`config.mk`:
```
export PLATFORM = sky130hd
export DESIGN_NAME = backbone_initial_seq
export DESIGN_NICKNAME = d
export VERILOG_FILES = /design/src/rtl/backbone_pkg.sv /design/src/rtl/fx_mul_sat.sv /design/src/rtl/backbone_initial_seq.sv
export SDC_FILE = /design/constraint.sdc
export NUM_CORES = 2
export LEC_CHECK = 0
export BUFFER_PORTS_ARGS = -buffer_cell sky130_fd_sc_hd__buf_2
export CORE_UTILIZATION = 45
export CTS_BUF_LIST = sky130_fd_sc_hd__clkbuf_4 sky130_fd_sc_hd__clkbuf_8
export DETAILED_ROUTE_END_ITERATION = 8
export PLACE_DENSITY = 0.74
export RECOVER_POWER = 50
export SYNTH_ARGS = -nofsm -noshare
export SYNTH_HDL_FRONTEND = slang
export SYNTH_SLANG_ARGS = --single-unit
```
`constraint.sdc`:
```
create_clock -name clk -period 33.8 [get_ports clk]
set_input_delay 6.76 -clock clk [delete_from_list [all_inputs] [get_ports clk]]
set_output_delay 6.76 -clock clk [all_outputs]
set_load 0.01 [all_outputs]
```
`src/rtl/backbone_pkg.sv`:
```
// Shared state encoding and fixed-point helpers for the backbone initial-product generator.
package backbone_pkg;

    typedef enum logic [1:0] {
        IDLE = 2'd0,
        RUN  = 2'd1,
        DONE = 2'd2
    } state_t;

    // Fixed-point 1.0 for a given number of fractional bits.
    function automatic logic [63:0] fx_one(input int frac);
        return 64'd1 << frac;
    endfunction

    // One spare bit so out-of-alphabet symbols stay representable and detectable.
    function automatic int a_width(input int a);
        return $clog2(a) + 1;
    endfunction

endpackage

```
`src/rtl/fx_mul_sat.sv`:
```
// Combinational acc*alpha, truncating right shift by DATA_FRAC, clamp to OUT_WIDTH with sat flag.
// Zero latency, no flow control.
module fx_mul_sat
    import backbone_pkg::*;
#(
    parameter int DATA_WIDTH = 8,
    parameter int DATA_FRAC  = 7,
    parameter int OUT_WIDTH  = 32
) (
    input  logic [OUT_WIDTH-1:0]  acc,
    input  logic [DATA_WIDTH-1:0] alpha,
    output logic [OUT_WIDTH-1:0]  res,
    output logic                  sat
);
    localparam int PW = OUT_WIDTH + DATA_WIDTH;

    logic [PW-1:0] prod;
    logic [PW-1:0] shifted;

    always_comb begin
        prod    = PW'(acc) * PW'(alpha);
        shifted = prod >> DATA_FRAC;
        sat     = |shifted[PW-1:OUT_WIDTH];
        res     = sat ? '1 : shifted[OUT_WIDTH-1:0];
    end

endmodule

```
`src/rtl/backbone_initial_seq.sv`:
```
// Backbone initial product over non-excluded variables, one shared multiplier, one variable per cycle; result J cycles after accept.
// din_tready only in IDLE or while a held DONE result is consumed; BACKBONE_SAT_FLAG_EN adds the sticky dout_sat port.
module backbone_initial_seq
    import backbone_pkg::*;
#(
    parameter int J          = 14,
    parameter int A          = 2,
    parameter int DATA_WIDTH = 8,
    parameter int DATA_FRAC  = 7,
    parameter int OUT_WIDTH  = 32,
    parameter int OUT_FRAC   = 16,
    localparam int A_WIDTH   = a_width(A)
) (
    input  logic                      clk,
    input  logic                      rst,
    input  logic [J*A*DATA_WIDTH-1:0] alpha_u,
    input  logic [J*A_WIDTH-1:0]      x_initial,
    input  logic [J-1:0]              excl_mask,
    input  logic                      din_tvalid,
    output logic                      din_tready,
    output logic [OUT_WIDTH-1:0]      dout,
    output logic                      dout_tvalid,
    input  logic                      dout_tready
`ifdef BACKBONE_SAT_FLAG_EN
    ,
    output logic                      dout_sat
`endif
);
    localparam int IDX_W = (J > 1) ? $clog2(J) : 1;
    localparam logic [IDX_W-1:0] LAST = IDX_W'(J - 1);

    state_t                    state, state_nxt;
    logic                      accept;
    logic [J*A*DATA_WIDTH-1:0] alpha_r;
    logic [J*A_WIDTH-1:0]      x_r;
    logic [J-1:0]              mask_r;
    logic [IDX_W-1:0]          idx;
    logic [OUT_WIDTH-1:0]      acc, acc_nxt, mul_res;
    logic                      sat, sat_nxt, mul_sat;
    logic [A_WIDTH-1:0]        x_sel;
    logic [DATA_WIDTH-1:0]     alpha_sel;
    logic                      excl_sel;

    always_ff @(posedge clk or posedge rst) begin
        if (rst) state <= IDLE;
        else     state <= state_nxt;
    end

    always_comb begin
        state_nxt = state;
        case (state)
            IDLE:    if (accept) state_nxt = RUN;
            RUN:     if (idx == LAST) state_nxt = DONE;
            DONE:    if (dout_tready) state_nxt = accept ? RUN : IDLE;
            default: state_nxt = IDLE;
        endcase
    end

    always_comb begin
        din_tready = (state == IDLE) || (state == DONE && dout_tready);
        accept     = din_tvalid && din_tready;
    end

    // Operand mux for the current variable; out-of-alphabet symbols leave alpha_sel at zero.
    always_comb begin
        x_sel     = '0;
        excl_sel  = 1'b0;
        alpha_sel = '0;
        for (int j = 0; j < J; j++) begin
            if (idx == IDX_W'(j)) begin
                x_sel    = x_r[j*A_WIDTH +: A_WIDTH];
                excl_sel = mask_r[j];
                for (int a = 0; a < A; a++) begin
                    if (x_r[j*A_WIDTH +: A_WIDTH] == A_WIDTH'(a))
                        alpha_sel = alpha_r[(j*A + a)*DATA_WIDTH +: DATA_WIDTH];
                end
            end
        end
    end

    fx_mul_sat #(
        .DATA_WIDTH (DATA_WIDTH),
        .DATA_FRAC  (DATA_FRAC),
        .OUT_WIDTH  (OUT_WIDTH)
    ) u_mul (
        .acc   (acc),
        .alpha (alpha_sel),
        .res   (mul_res),
        .sat   (mul_sat)
    );

    always_comb begin
        acc_nxt = acc;
        sat_nxt = sat;
        if (!excl_sel) begin
            if (x_sel >= A_WIDTH'(A)) begin
                acc_nxt = '0;
            end else begin
                acc_nxt = mul_res;
                sat_nxt = sat | mul_sat;
            end
        end
    end

    always_ff @(posedge clk or posedge rst) begin
        if (rst) begin
            alpha_r     <= '0;
            x_r         <= '0;
            mask_r      <= '0;
            acc         <= '0;
            sat         <= 1'b0;
            idx         <= '0;
            dout        <= '0;
            dout_tvalid <= 1'b0;
        end else if (accept) begin
            alpha_r     <= alpha_u;
            x_r         <= x_initial;
            mask_r      <= excl_mask;
            acc         <= OUT_WIDTH'(fx_one(OUT_FRAC));
            sat         <= 1'b0;
            idx         <= '0;
            dout_tvalid <= 1'b0;
        end else if (state == RUN) begin
            acc <= acc_nxt;
            sat <= sat_nxt;
            if (idx == LAST) begin
                dout        <= acc_nxt;
                dout_tvalid <= 1'b1;
            end else begin
                idx <= idx + IDX_W'(1);
            end
        end else if (state == DONE && dout_tready) begin
            dout_tvalid <= 1'b0;
        end
    end

`ifdef BACKBONE_SAT_FLAG_EN
    always_ff @(posedge clk or posedge rst) begin
        if (rst)                               dout_sat <= 1'b0;
        else if (state == RUN && idx == LAST)  dout_sat <= sat_nxt;
    end
`endif

endmodule
```
==> metrics.md <==
| Metric | Value |
|---|---|
| Final period util | `50.9%` |
| Total iterations of the first detailed-routing run | `7` |
| Slew Limit Fails | `433` |
| Routed via count | `20100` |
| FF+latch count, synth | `337` |
| CTS tree | `done` |
| Final layout net count | `3519` |
| Final setup margin | `16.60 ns` |
| CORE AREA | `0.0524 mm²` |
| HP Class | `reg -> reg` |
| CTS max path bufs | `3` |
| Area grow syn2layout | `14.0%` |
| Area leader, netlist | `dfrtp_1` |
| FP Rows | `84` |
| Fmax | `0.0582 GHz` |
| Initial Util | `45.5%` |
| Total Wirelength | `68100 µm` |
| DR iter-0 viols | `between 1500 and 2000` |
| Post-Syn Area | `around 0.024 mm²` |
| Peak supply drop | `0.0000796 V` |
| Top-area cell type share of the netlist area | `35.3%` |
| Clk_lat worst skew | `0.70 ns` |
| Dpl ws | `19.61 ns` |
| Setup TNS | `0 ns` |
| Initial antenna violation count | `5` |
| Post-DRT Antenna Nets | `0` |
| Net Sw Power | `1.03 mW` |
| Flop pwr share | `33.3%` |
| Power share of the clock group | `around 20%` |
| CP max stage cell | `clkbuf_1` |
| Layout cells sized above 1 | `14.2%` |
| Met2 Wirelength | `31500 µm` |
| Resize count post-CTS | `0` |
| Average via count per standard cell | `5.35` |
| HPWL Detailed | `48600 µm` |
| Fin. Hold Viols | `0` |
| Sw frac | `46.7%` |
| Clk sinks | `337` |
| DRC viols | `0` |
| CP max stage delay | `6.06 ns` |
| WL/cell | `18.2 µm` |
| GRT overflow | `0` |
| CTS hold repair buffers | `0` |
| Pwr dens | `around 81 mW/mm²` |
| Met3 WL | `around 5000 µm` |
| DIE WIDTH | `about 230 µm` |
| Number of synthesized flops with an enable pin | `0` |
| Distinct cells, synth | `73` |
| Met1 WL | `approximately 29000 µm` |
| CTS Root Buffer Type | `clkbuf_8` |
| Slew @ Worst Pin | `8.44 ns` |
| Combinational share of power | `46.7%` |
| Full die area | `0.0540 mm²` |
| Skew final | `~0.044 ns` |
| WS Path Type | `in -> async` |
| CP Max Fanout | `around 170` |
| Pwr Total | `2.20 mW` |
| Sequential fraction of the synthesis area | `35.3%` |
| Critical Path, Cell by Cell | `buf_2 > clkinvlp_2 > clkbuf_1` |
| Final min period | `17.20 ns` |
| Failing checks | `max-capacitance violations, max-slew violations` |
| Global-route wire length before repair | `109000 µm` |
| Worst-path clk slew | `0.06 ns` |
| Async SR Flop Fraction | `between 90% and 100%` |
| Largest net degree at the start of global routing | `166` |
| GP Congestion | `0.938` |
| Main synth FF type | `dfrtp_1` |
| Max cap viols | `4` |
| Die Span Y | `232 µm` |
| Crit. End Element | `async pin` |
| GRT Total Usage | `roughly 26%` |
| Crit path DAT | `between 15 and 20 ns` |
| Slew margin rel. | `-463%` |
| Area contributors post-synth | `dfrtp_1 (35%), fa_1 (15%), nand2_1 (15%), and2_1 (5.2%), mux2i_1 (4.2%)` |
| Synthesized area per cell | `8.56 µm²` |
| Final Hold Slack | `0.471 ns` |
| Pint | `~1.2 mW` |
| Status | `finished with violations` |
| Worst setup SP type | `input pin` |
| H-tree depth | `2` |
| Top Ports | `304` |
| Most common cell in the netlist | `nand2_1` |
| Vias in the first global route | `20400` |
| Synthesized net count | `3299` |
| Synth Warn # | `0` |
| Setup-failing EPs final | `0` |
| Worst path required time | `between 30 and 40 ns` |
| Unrepaired setup endpoints after global routing | `false` |
| Port buffer count | `about 300` |
| Syn Inst Count | `around 2800` |
| Post-CTS Setup Bufs | `0` |
| Post-synth top cells | `nand2_1 (927), dfrtp_1 (337), and2_1 (197)` |
| Filler Cell Count | `4852` |
| CTS Buf Count | `59` |
| Leak Pwr | `14.4 nW` |
| DR top layer | `met4` |
## layer usage
| layer | GRT usage [%] | up-vias |
|---|---|---|
| li1 | - | 9410 |
| met1 | 34.9 | 9695 |
| met2 | 41.7 | 775 |
| met3 | 3.91 | 179 |
| met4 | 11.0 | 0 |
| met5 | 0 | - |
## through the flow
step	cell area, µm²	utilization [%]	std cells
2_1_floorplan	23900	-	2789
3_3_place_gp	25900	49.4	3636
3_5_place_dp	25900	49.4	3636
4_1_cts	27300	52.0	3744
5_1_grt	27200	51.9	3748
6_report	27200	51.9	3750
## path summary, 6_finish.rpt
kind                                     startpoint                       end  slack [ns]  cells past startpoint
min in group asynchronous                       rst    alpha_r[4]$_DFFE_PP0P_        7.49                      2
min                        alpha_r[198]$_DFFE_PP0P_  alpha_r[198]$_DFFE_PP0P_        0.47                      2
max in group clk                        dout_tready                din_tready       19.73                      4
max                                             rst  alpha_r[146]$_DFFE_PP0P_       16.60                      3
max reg2reg                      idx[0]$_DFFE_PP0P_       acc[16]$_DFFE_PP0P_       23.80                     32
min reg2reg                alpha_r[198]$_DFFE_PP0P_  alpha_r[198]$_DFFE_PP0P_        0.47                      2
## power by group through the flow
| stage | clock network, mW | registers [mW] | logic [mW] |
|---|---|---|---|
| finish | 0.439 | 0.733 | 1.03 |
| global route | 0.464 | 0.756 | 1.14 |
| CTS | 0.445 | 0.729 | 1.02 |
| detailed placement | 0 | 0.735 | 1.02 |
| global placement | 0 | 0.728 | 0.999 |
| floorplan | 0 | 0.670 | 0.711 |
## flip-flops by register name, summed over array words and instances, names as in the netlist
name and flops:
idx 4, dout 32, dout_tvalid 1, x_r 28, mask_r 14, acc 32
state 2, alpha_r 224
## cell usage in the layout (no fill, tap or decap), types with 7 or more instances in the layout
| master | n |
|---|---|
| nand2_1 | 927 |
| dfrtp_1 | 337 |
| buf_2 | 270 |
| and2_1 | 196 |
| inv_1 | 181 |
| fa_1 | 179 |
| a21oi_1 | 109 |
| mux2i_1 | 100 |
| nor2_1 | 87 |
| clkbuf_8 | 79 |
| ha_1 | 61 |
| nor2b_1 | 46 |
| o21ai_1 | 46 |
| o21ai_0 | 41 |
| a21o_1 | 41 |
| clkbuf_1 | 34 |
| a211oi_1 | 27 |
| xnor2_1 | 21 |
| o22ai_1 | 18 |
| buf_4 | 17 |
| nand2b_1 | 13 |
| nand4_1 | 12 |
| a22oi_1 | 11 |
| nor3_1 | 11 |
| clkinv_2 | 11 |
| clkbuf_4 | 11 |
| nand3_1 | 10 |
| xor2_1 | 10 |
| o211ai_1 | 8 |
| a31oi_1 | 8 |
| o21bai_1 | 8 |
| o31ai_1 | 7 |
| a21oi_4 | 7 |
## critical path, delay by kind of cell
kind,cells,cell delay [ns]
buffers and inverters,3,8.80
## logic make-up (layout without fill, tap and decap cells)
group	after synthesis	in the layout	share of synthesized area (%)
multiplexers	106	106	4.47
other	0	6	0
XOR/XNOR	31	31	1.14
buffers and inverters	344	611	5.54
AO/OA/AOI/OAI	385	385	10.3
adder cells (fa/ha/maj)	240	240	18.2
AND/OR/NAND/NOR	1346	1346	25.0
flip-flops	337	337	35.3
## layout make-up
type | instances | area, µm² | share of cell area [%]
Tap cell | 688 | 861 | 3.16
Multi-Input combinational cell | 2108 | 14200 | 52.3
Antenna cell | 6 | 15.0 | 0.0552
Sequential cell | 337 | 8430 | 31.0
Clock buffer | 90 | 1170 | 4.30
Clock inverter | 18 | 223 | 0.818
Inverter | 182 | 684 | 2.51
Timing Repair Buffer | 321 | 1610 | 5.90
Power figures use the tool's default switching activity.
